[src/rtl/deserializador_sync.sv]
// deserializador_sync: serial-to-parallel converter with comma alignment and lock.
// Optional DESER_REALIGN_EN: drop lock after LOSS_THR misaligned commas.
module deserializador_sync #(
  parameter int WIDTH = 8,
  parameter logic [WIDTH-1:0] COMMA = WIDTH'(8'hBC),
  parameter int N_COMMA = 4,
  parameter int LOSS_THR = 3
) (
  input  logic             clk_32f,
  input  logic             reset,
  input  logic             data_in,
  output logic [WIDTH-1:0] data_out,
  output logic             valid_out,
  output logic             word_tick,
  output logic             lock
);
  localparam int CW = $clog2(WIDTH);
  localparam logic [CW-1:0] BMAX = CW'(WIDTH - 1);
  localparam logic [3:0] NC = 4'(N_COMMA);

  if (WIDTH < 4 || WIDTH > 16 || N_COMMA < 1 || N_COMMA > 15 ||
      LOSS_THR < 1) begin : g_param_chk
    $error("deserializador_sync: parameter out of range");
  end

  typedef enum logic [1:0] {S_SEARCH, S_ALIGN, S_LOCKED} state_e;

  state_e           state_q, state_d;
  logic [WIDTH-2:0] sr_q, sr_d;
  logic [CW-1:0]    bit_cnt_q, bit_cnt_d;
  logic [3:0]       comma_cnt_q, comma_cnt_d;
  logic [WIDTH-1:0] data_q, data_d;
  logic             valid_q, valid_d;
  logic             tick_q, tick_d;
  logic             lock_q, lock_d;
`ifdef DESER_REALIGN_EN
  logic [7:0]       miss_cnt_q, miss_cnt_d;
`endif

  logic [WIDTH-1:0] win;
  logic             is_comma;
  logic             boundary;

  always_comb begin
    win         = {sr_q, data_in};
    is_comma    = (win == COMMA);
    boundary    = (bit_cnt_q == BMAX);
    state_d     = state_q;
    sr_d        = win[WIDTH-2:0];
    bit_cnt_d   = boundary ? '0 : bit_cnt_q + CW'(1);
    comma_cnt_d = comma_cnt_q;
    data_d      = data_q;
    valid_d     = valid_q;
    tick_d      = 1'b0;
    lock_d      = lock_q;
`ifdef DESER_REALIGN_EN
    miss_cnt_d  = miss_cnt_q;
`endif
    unique case (state_q)
      S_SEARCH: begin
        bit_cnt_d = '0;
        if (is_comma) begin
          comma_cnt_d = 4'd1;
          if (N_COMMA == 1) begin
            state_d = S_LOCKED;
            lock_d  = 1'b1;
            tick_d  = 1'b1;
          end else begin
            state_d = S_ALIGN;
          end
        end
      end
      S_ALIGN: begin
        if (boundary) begin
          if (is_comma) begin
            if (comma_cnt_q + 4'd1 >= NC) begin
              comma_cnt_d = NC;
              state_d     = S_LOCKED;
              lock_d      = 1'b1;
              tick_d      = 1'b1;
            end else begin
              comma_cnt_d = comma_cnt_q + 4'd1;
            end
          end else begin
            state_d     = S_SEARCH;
            comma_cnt_d = '0;
          end
        end
      end
      S_LOCKED: begin
        if (boundary) begin
          tick_d = 1'b1;
          if (is_comma) begin
            valid_d = 1'b0;
          end else begin
            data_d  = win;
            valid_d = 1'b1;
          end
        end
`ifdef DESER_REALIGN_EN
        if (is_comma && boundary) begin
          miss_cnt_d = '0;
        end else if (is_comma) begin
          // a comma off the word grid means we slipped
          if (miss_cnt_q + 8'd1 >= 8'(LOSS_THR)) begin
            state_d     = S_SEARCH;
            lock_d      = 1'b0;
            valid_d     = 1'b0;
            miss_cnt_d  = '0;
            comma_cnt_d = '0;
            bit_cnt_d   = '0;
          end else begin
            miss_cnt_d = miss_cnt_q + 8'd1;
          end
        end
`endif
      end
      default: begin
        state_d = S_SEARCH;
      end
    endcase
  end

  always_ff @(posedge clk_32f) begin
    if (reset) begin
      state_q     <= S_SEARCH;
      sr_q        <= '0;
      bit_cnt_q   <= '0;
      comma_cnt_q <= '0;
      data_q      <= '0;
      valid_q     <= 1'b0;
      tick_q      <= 1'b0;
      lock_q      <= 1'b0;
`ifdef DESER_REALIGN_EN
      miss_cnt_q  <= '0;
`endif
    end else begin
      state_q     <= state_d;
      sr_q        <= sr_d;
      bit_cnt_q   <= bit_cnt_d;
      comma_cnt_q <= comma_cnt_d;
      data_q      <= data_d;
      valid_q     <= valid_d;
      tick_q      <= tick_d;
      lock_q      <= lock_d;
`ifdef DESER_REALIGN_EN
      miss_cnt_q  <= miss_cnt_d;
`endif
    end
  end

  assign data_out  = data_q;
  assign valid_out = valid_q;
  assign word_tick = tick_q;
  assign lock      = lock_q;
endmodule
[config.mk]
export PLATFORM = sky130hd
export DESIGN_NAME = deserializador_sync
export DESIGN_NICKNAME = d
export VERILOG_FILES = /design/src/rtl/deserializador_sync.sv
export SDC_FILE = /design/constraint.sdc
export NUM_CORES = 1
export LEC_CHECK = 0
export ABC_AREA = 0
export CAP_MARGIN = 20
export CORE_MARGIN = 3
export CORE_UTILIZATION = 50
export CTS_BUF_LIST = sky130_fd_sc_hd__clkbuf_8
export CTS_CLUSTER_SIZE = 30
export DETAILED_ROUTE_END_ITERATION = 10
export GPL_TIMING_DRIVEN = 1
export PLACE_DENSITY = 0.75
export SYNTH_ARGS = -nofsm -noshare
export SYNTH_HDL_FRONTEND = slang
export SYNTH_SLANG_ARGS = --single-unit
[constraint.sdc]
create_clock -name clk_32f -period 1.61 [get_ports clk_32f]
set_input_delay 0.2415 -clock clk_32f [delete_from_list [all_inputs] [get_ports clk_32f]]
set_output_delay 0.2415 -clock clk_32f [all_outputs]
set_load 0.005 [all_outputs]
Word-level counts from Yosys, hierarchy flattened
Index checks and enable logic that the tools add are counted.
- flip-flop bits (word level): 27
- input port bits: 3
- reduce and logical (&&, ||, !) cells: 8
- bitwise gates (word level): 2
- equal/unequal tests: 7
- add/subtract/negate cells: 2
- mux-type cells: 16
- order comparisons: 1
- operators by type and width (operator ; count):
    two-way mux 4 bit ; 4
    equality test 8 bit (second input constant) ; 1
    two-way mux 2 bit ; 4
    one-hot mux 4 bit (2 select lines) ; 1
    AND reduction 4 bit ; 2
    one-hot mux 2 bit (3 select lines) ; 1
    AND reduction 3 bit ; 2
    two-way mux 1 bit ; 5
    adder 4 x 1 -> 4 bit (second input constant) ; 1
    greater-or-equal comparator 4 x 3 -> 1 bit (second input constant) ; 1
    inequality test 2 bit (second input constant) ; 2
    adder 3 x 1 -> 3 bit (second input constant) ; 1
    equality test 3 bit (second input constant) ; 1
    inequality test 3 bit (second input constant) ; 1
    OR reduction 3 bit ; 1
    equality test 2 x 1 -> 1 bit (second input constant) ; 1
    equality test 2 bit (second input constant) ; 1
    logical NOT 2 bit ; 1
    inverter 1 bit ; 2
    one-hot mux 1 bit (2 select lines) ; 1
    AND reduction 2 bit ; 1
    nonzero test 2 bit ; 1

Depth between registers and ports, before layout
- depth after elaboration: 6
- mapped depth: 7

Least setup slack after synthesis
No wires, ideal clock.
- path type: reg2reg
- start: reg state_q[1]
- end: reg state_q[0]
- path slack: 0.019 ns
- stages on the path, launching flop included: 8
- data arrival time: 1.520 ns
- path buffers: 1
- period minus slack after synthesis: 1.591 ns
- data required time: 1.538 ns
- setup time: 0.072 ns
- cell sequence: dfxtp_1 -> inv_1 -> ha_1 -> buf_2 -> nor2b_1 -> or2_1 -> a311oi_2 -> mux2i_1
- word-level cells in the longest chain between the ends: 3
- elaborated cells on any way between the ends: 9
- those cells by class: eq/ne (5); mux (1); bitwise (1); reduce/logical (2)
- RTL lines (what ; line ; source):
    start, declared ; 28 ; state_e state_q, state_d;
    start signal, assigned ; 138 ; state_q <= state_d;
    equality test 2 x 1 -> 1 bit, or another cell as far along ; 59 ; unique case (state_q)
    inequality test 3 bit (no source line), or another cell as far along ; - ;
    AND reduction 4 bit (no source line) ; - ;
Several ways; a longest one is shown, not always the timed one.
A chain may end at the register's enable or synchronous reset.

Final worst setup path
- start: reg comma_cnt_q[0]
- end: reg state_q[0]
- word-level cells in the longest chain between the ends: 4
- RTL lines (what ; line ; source):
    start, declared ; 31 ; logic [3:0] comma_cnt_q, comma_cnt_d;
    start signal, assigned ; 141 ; comma_cnt_q <= comma_cnt_d;
    adder 4 x 1 -> 4 bit ; 76 ; if (comma_cnt_q + 4'd1 >= NC) begin
    greater-or-equal comparator 4 x 3 -> 1 bit ; 76 ;
    inequality test 3 bit (no source line) ; - ;
    AND reduction 4 bit (no source line) ; - ;
No other way between the ends.

==> flow_summary_export.csv <==
group,metric,value,unit
status,outcome,"complete, no violations",
routing,wirelength,1.93,mm
sta,clock_skew,7.63,ps
sta,rsz0062_at_grt,"false",
routing,drt_iter0_drc,24,
logic_synthesis,synth.top_cell.area_share,48.6,%
placed_design,hpwlAfterDp,1.45,mm
grt,grt_max_degree,17,
logic_synthesis,syn_inst,109,
grt,grt_util_all_layers,15.9,%
critical_path,crit_type,"flip-flop to flip-flop",
clock_tree,clk_pin_slew,90,ps
logic_synthesis,synth_area,1110,um2
power_and_ir_drop,ir_drop,587,uV
run,drv_cap,0,
power_and_ir_drop,p_leak,0.501,nW
cells_and_area,antenna_cells,0,
sta,hold_violations,0,
clock_tree,cts_resized,0,
critical_path,path_cells,"ha_1 -> nor3_2 -> a41o_1 -> a311oi_2 -> mux2i_1",
cells_and_area,drive_above_1_share,16.5,%
logic_synthesis,synth_cell_types,33,
placed_design,gp_congestion,0.857,
floorplanning,num_io_pins,14,
sta,layout_setup_ws,83.3,ps
power_and_ir_drop,p_per_area,786,nW/um2
grt,grt_pass1_wl,3.32,mm
clock_tree,postCtsSetupRepairBufs,0,
placed_design,placed_cell_area,1310,um2
floorplanning,start_util,54.5,%
sta,relSlewSlack,65.8,%
critical_path,cp.required,1810,ps
critical_path,slowest_delay,370,ps
cells_and_area,areaGrowthSynthToFinish,23.8,%
floorplanning,die_area,2830,um2
clock_tree,clock-sinks,27,
critical_path,crit_arrival,1730,ps
floorplanning,num_rows,16,
placed_design,port_buffers,13,
floorplanning,die_h,53.2,um
grt,antenna_found_initial,0,
placed_design,dp_slack,-140,ps
clock_tree,postCtsHoldBufs,0,
clock_tree,cts-htree-levels,1,
sta,finalSetupViolations,0,
logic_synthesis,ys_ff_latch,27,
logic_synthesis,synth.area.top_cells,"dfxtp_1 49%, mux2i_1 8.1%, ha_1 6.7%",
clock_tree,cts_buffers,3,
logic_synthesis,synth_nets,118,
routing,wire_per_inst,12.6,um
routing,first_pass_iters,4,
routing,via_per_inst,5.12,
critical_path,start_kind,"flip-flop",
logic_synthesis,ys_seq_area_share,48.6,%
routing,antenna_left,0,
sta,period_minus_slack,1530,ps
clock_tree,cts_tree,"done",
sta,maxSlewViolCount,0,
hold_path,min_path_type,"flip-flop to flip-flop",
sta,worst_pin_slew,512,ps
critical_path,critPathBufInv,0,
cells_and_area,nNetsFinal,137,
clock_tree,cts_root_buffer,"clkbuf_8",
floorplanning,die_w,53.2,um
grt,overflow,0,
routing,num_vias,789,
critical_path,end_kind,"flip-flop",
cells_and_area,fin_area,1380,um2
floorplanning,core_area,2040,um2
sta,fmax,655,MHz
routing,route.detailed.drc,0,
logic_synthesis,ys_warn_count,0,
critical_path,slowest_stage,"dfxtp_2",
sta,finalCritPeriodShare,94.8,%
critical_path,cp_top_family,"compound AO/OA/AOI/OAI gates",
clock_tree,cts_buffer_depth,2,
grt,grt_pass1_vias,795,
logic_synthesis,avgSynthCellArea,10.2,um2
logic_synthesis,yosysTopAreaCell,"dfxtp_1",
clock_tree,clk-insertion-delay-late,270,ps
critical_path,worstPathMaxFanout,5,
[power breakdown]
part	total [mW]	leakage (nW)	switching (mW)	internal (mW)
sequential	0.674	0.220	0.00259	0.671
clock	0.382	0.0217	0.207	0.175
combinational	0.0266	0.260	0.0128	0.0138
[synth_stat cells (all sizes together)]
cell     n
a21bo    1
a21boi   1
a21oi    4
a311oi   2
a31oi    1
a41o     1
a41oi    1
and2     3
and4b    1
and4bb   1
buf      4
clkbuf   2
dfxtp   27
ha       6
inv      4
mux2i    9
nand2    2
nand2b   4
nand3b   2
nand4    3
nor2    11
nor2b    8
nor3     3
nor3b    1
nor4     1
o21ai    1
o21ba    1
o21bai   1
o22ai    1
o32ai    1
or2      1
[metal layers]
layer	vias up	track usage, %	wire length, um
met5	-	0	0
met4	0	7.66	30
met3	4	3.10	60
met2	10	25.6	878
met1	362	20.2	964
li1	413	-	-
[cells by family (layout without fill, tap and decap cells)]
logic type / after synthesis / count (layout) / synth area share, %
AND/OR/NAND/NOR: 41 / 41 / 21.0
AO/OA/AOI/OAI: 16 / 16 / 11.1
flip-flops: 27 / 27 / 48.6
buffers and inverters: 10 / 28 / 4.39
adder cells (fa/ha/maj): 6 / 6 / 6.75
multiplexers: 9 / 9 / 8.10
[final cells by class]
type	instances	area, um2
inverters	4	15.0
repair buffers	20	195
well taps	27	33.8
flip-flops and latches	27	544
clock inverters	1	7.51
fillers	180	664
clock buffers	3	41.3
multi-input cells	72	541
[final timing paths]
path	startpoint	endpoint	slack, ps	cells past startpoint
worst max-delay path	comma_cnt_q[0]	state_q[0]	80	5
worst min-delay path	bit_cnt_q[0]	bit_cnt_q[0]	430	1
worst max register to register	comma_cnt_q[0]	state_q[0]	80	5
worst min register to register	bit_cnt_q[0]	bit_cnt_q[0]	430	1
[cells in the final DEF (no fill, tap or decap), drive strengths merged]
cell type / netlist / routed
and2: 3 / 3
a21oi: 4 / 4
nor4: 1 / 1
ha: 6 / 6
clkdlybuf4s50: 0 / 13
dfxtp: 27 / 27
o32ai: 1 / 1
a31oi: 1 / 1
clkinvlp: 0 / 1
nor2: 11 / 11
o21ai: 1 / 1
mux2i: 9 / 9
and4b: 1 / 1
a21boi: 1 / 1
clkbuf: 2 / 3
a41oi: 1 / 1
nand2b: 4 / 4
or2: 1 / 1
inv: 4 / 4
nor3: 3 / 3
a41o: 1 / 1
nor2b: 8 / 8
nor3b: 1 / 1
o21bai: 1 / 1
o22ai: 1 / 1
o21ba: 1 / 1
nand2: 2 / 2
nand4: 3 / 3
buf: 4 / 7
and4bb: 1 / 1
a21bo: 1 / 1
a311oi: 2 / 2
nand3b: 2 / 2
[state kept, by name, indices dropped and copies added (netlist names)]
register and count:
valid_out 1, data_out 8, state_q 2, bit_cnt_q 3
sr_q 7, comma_cnt_q 4, word_tick 1, lock 1
[through the flow]
stage	hold slack (ps)	instances	setup TNS, ps	util, %	total power, mW
floorplan	370	109	0	-	0.703
global placement	416	150	-812	64.0	0.715
detailed placement	424	150	-1310	64.0	0.716
CTS	436	154	0	66.4	1.09
global route	454	154	0	67.5	1.11
finish	433	154	0	67.5	1.08
(Power assumes the default switching activity.)
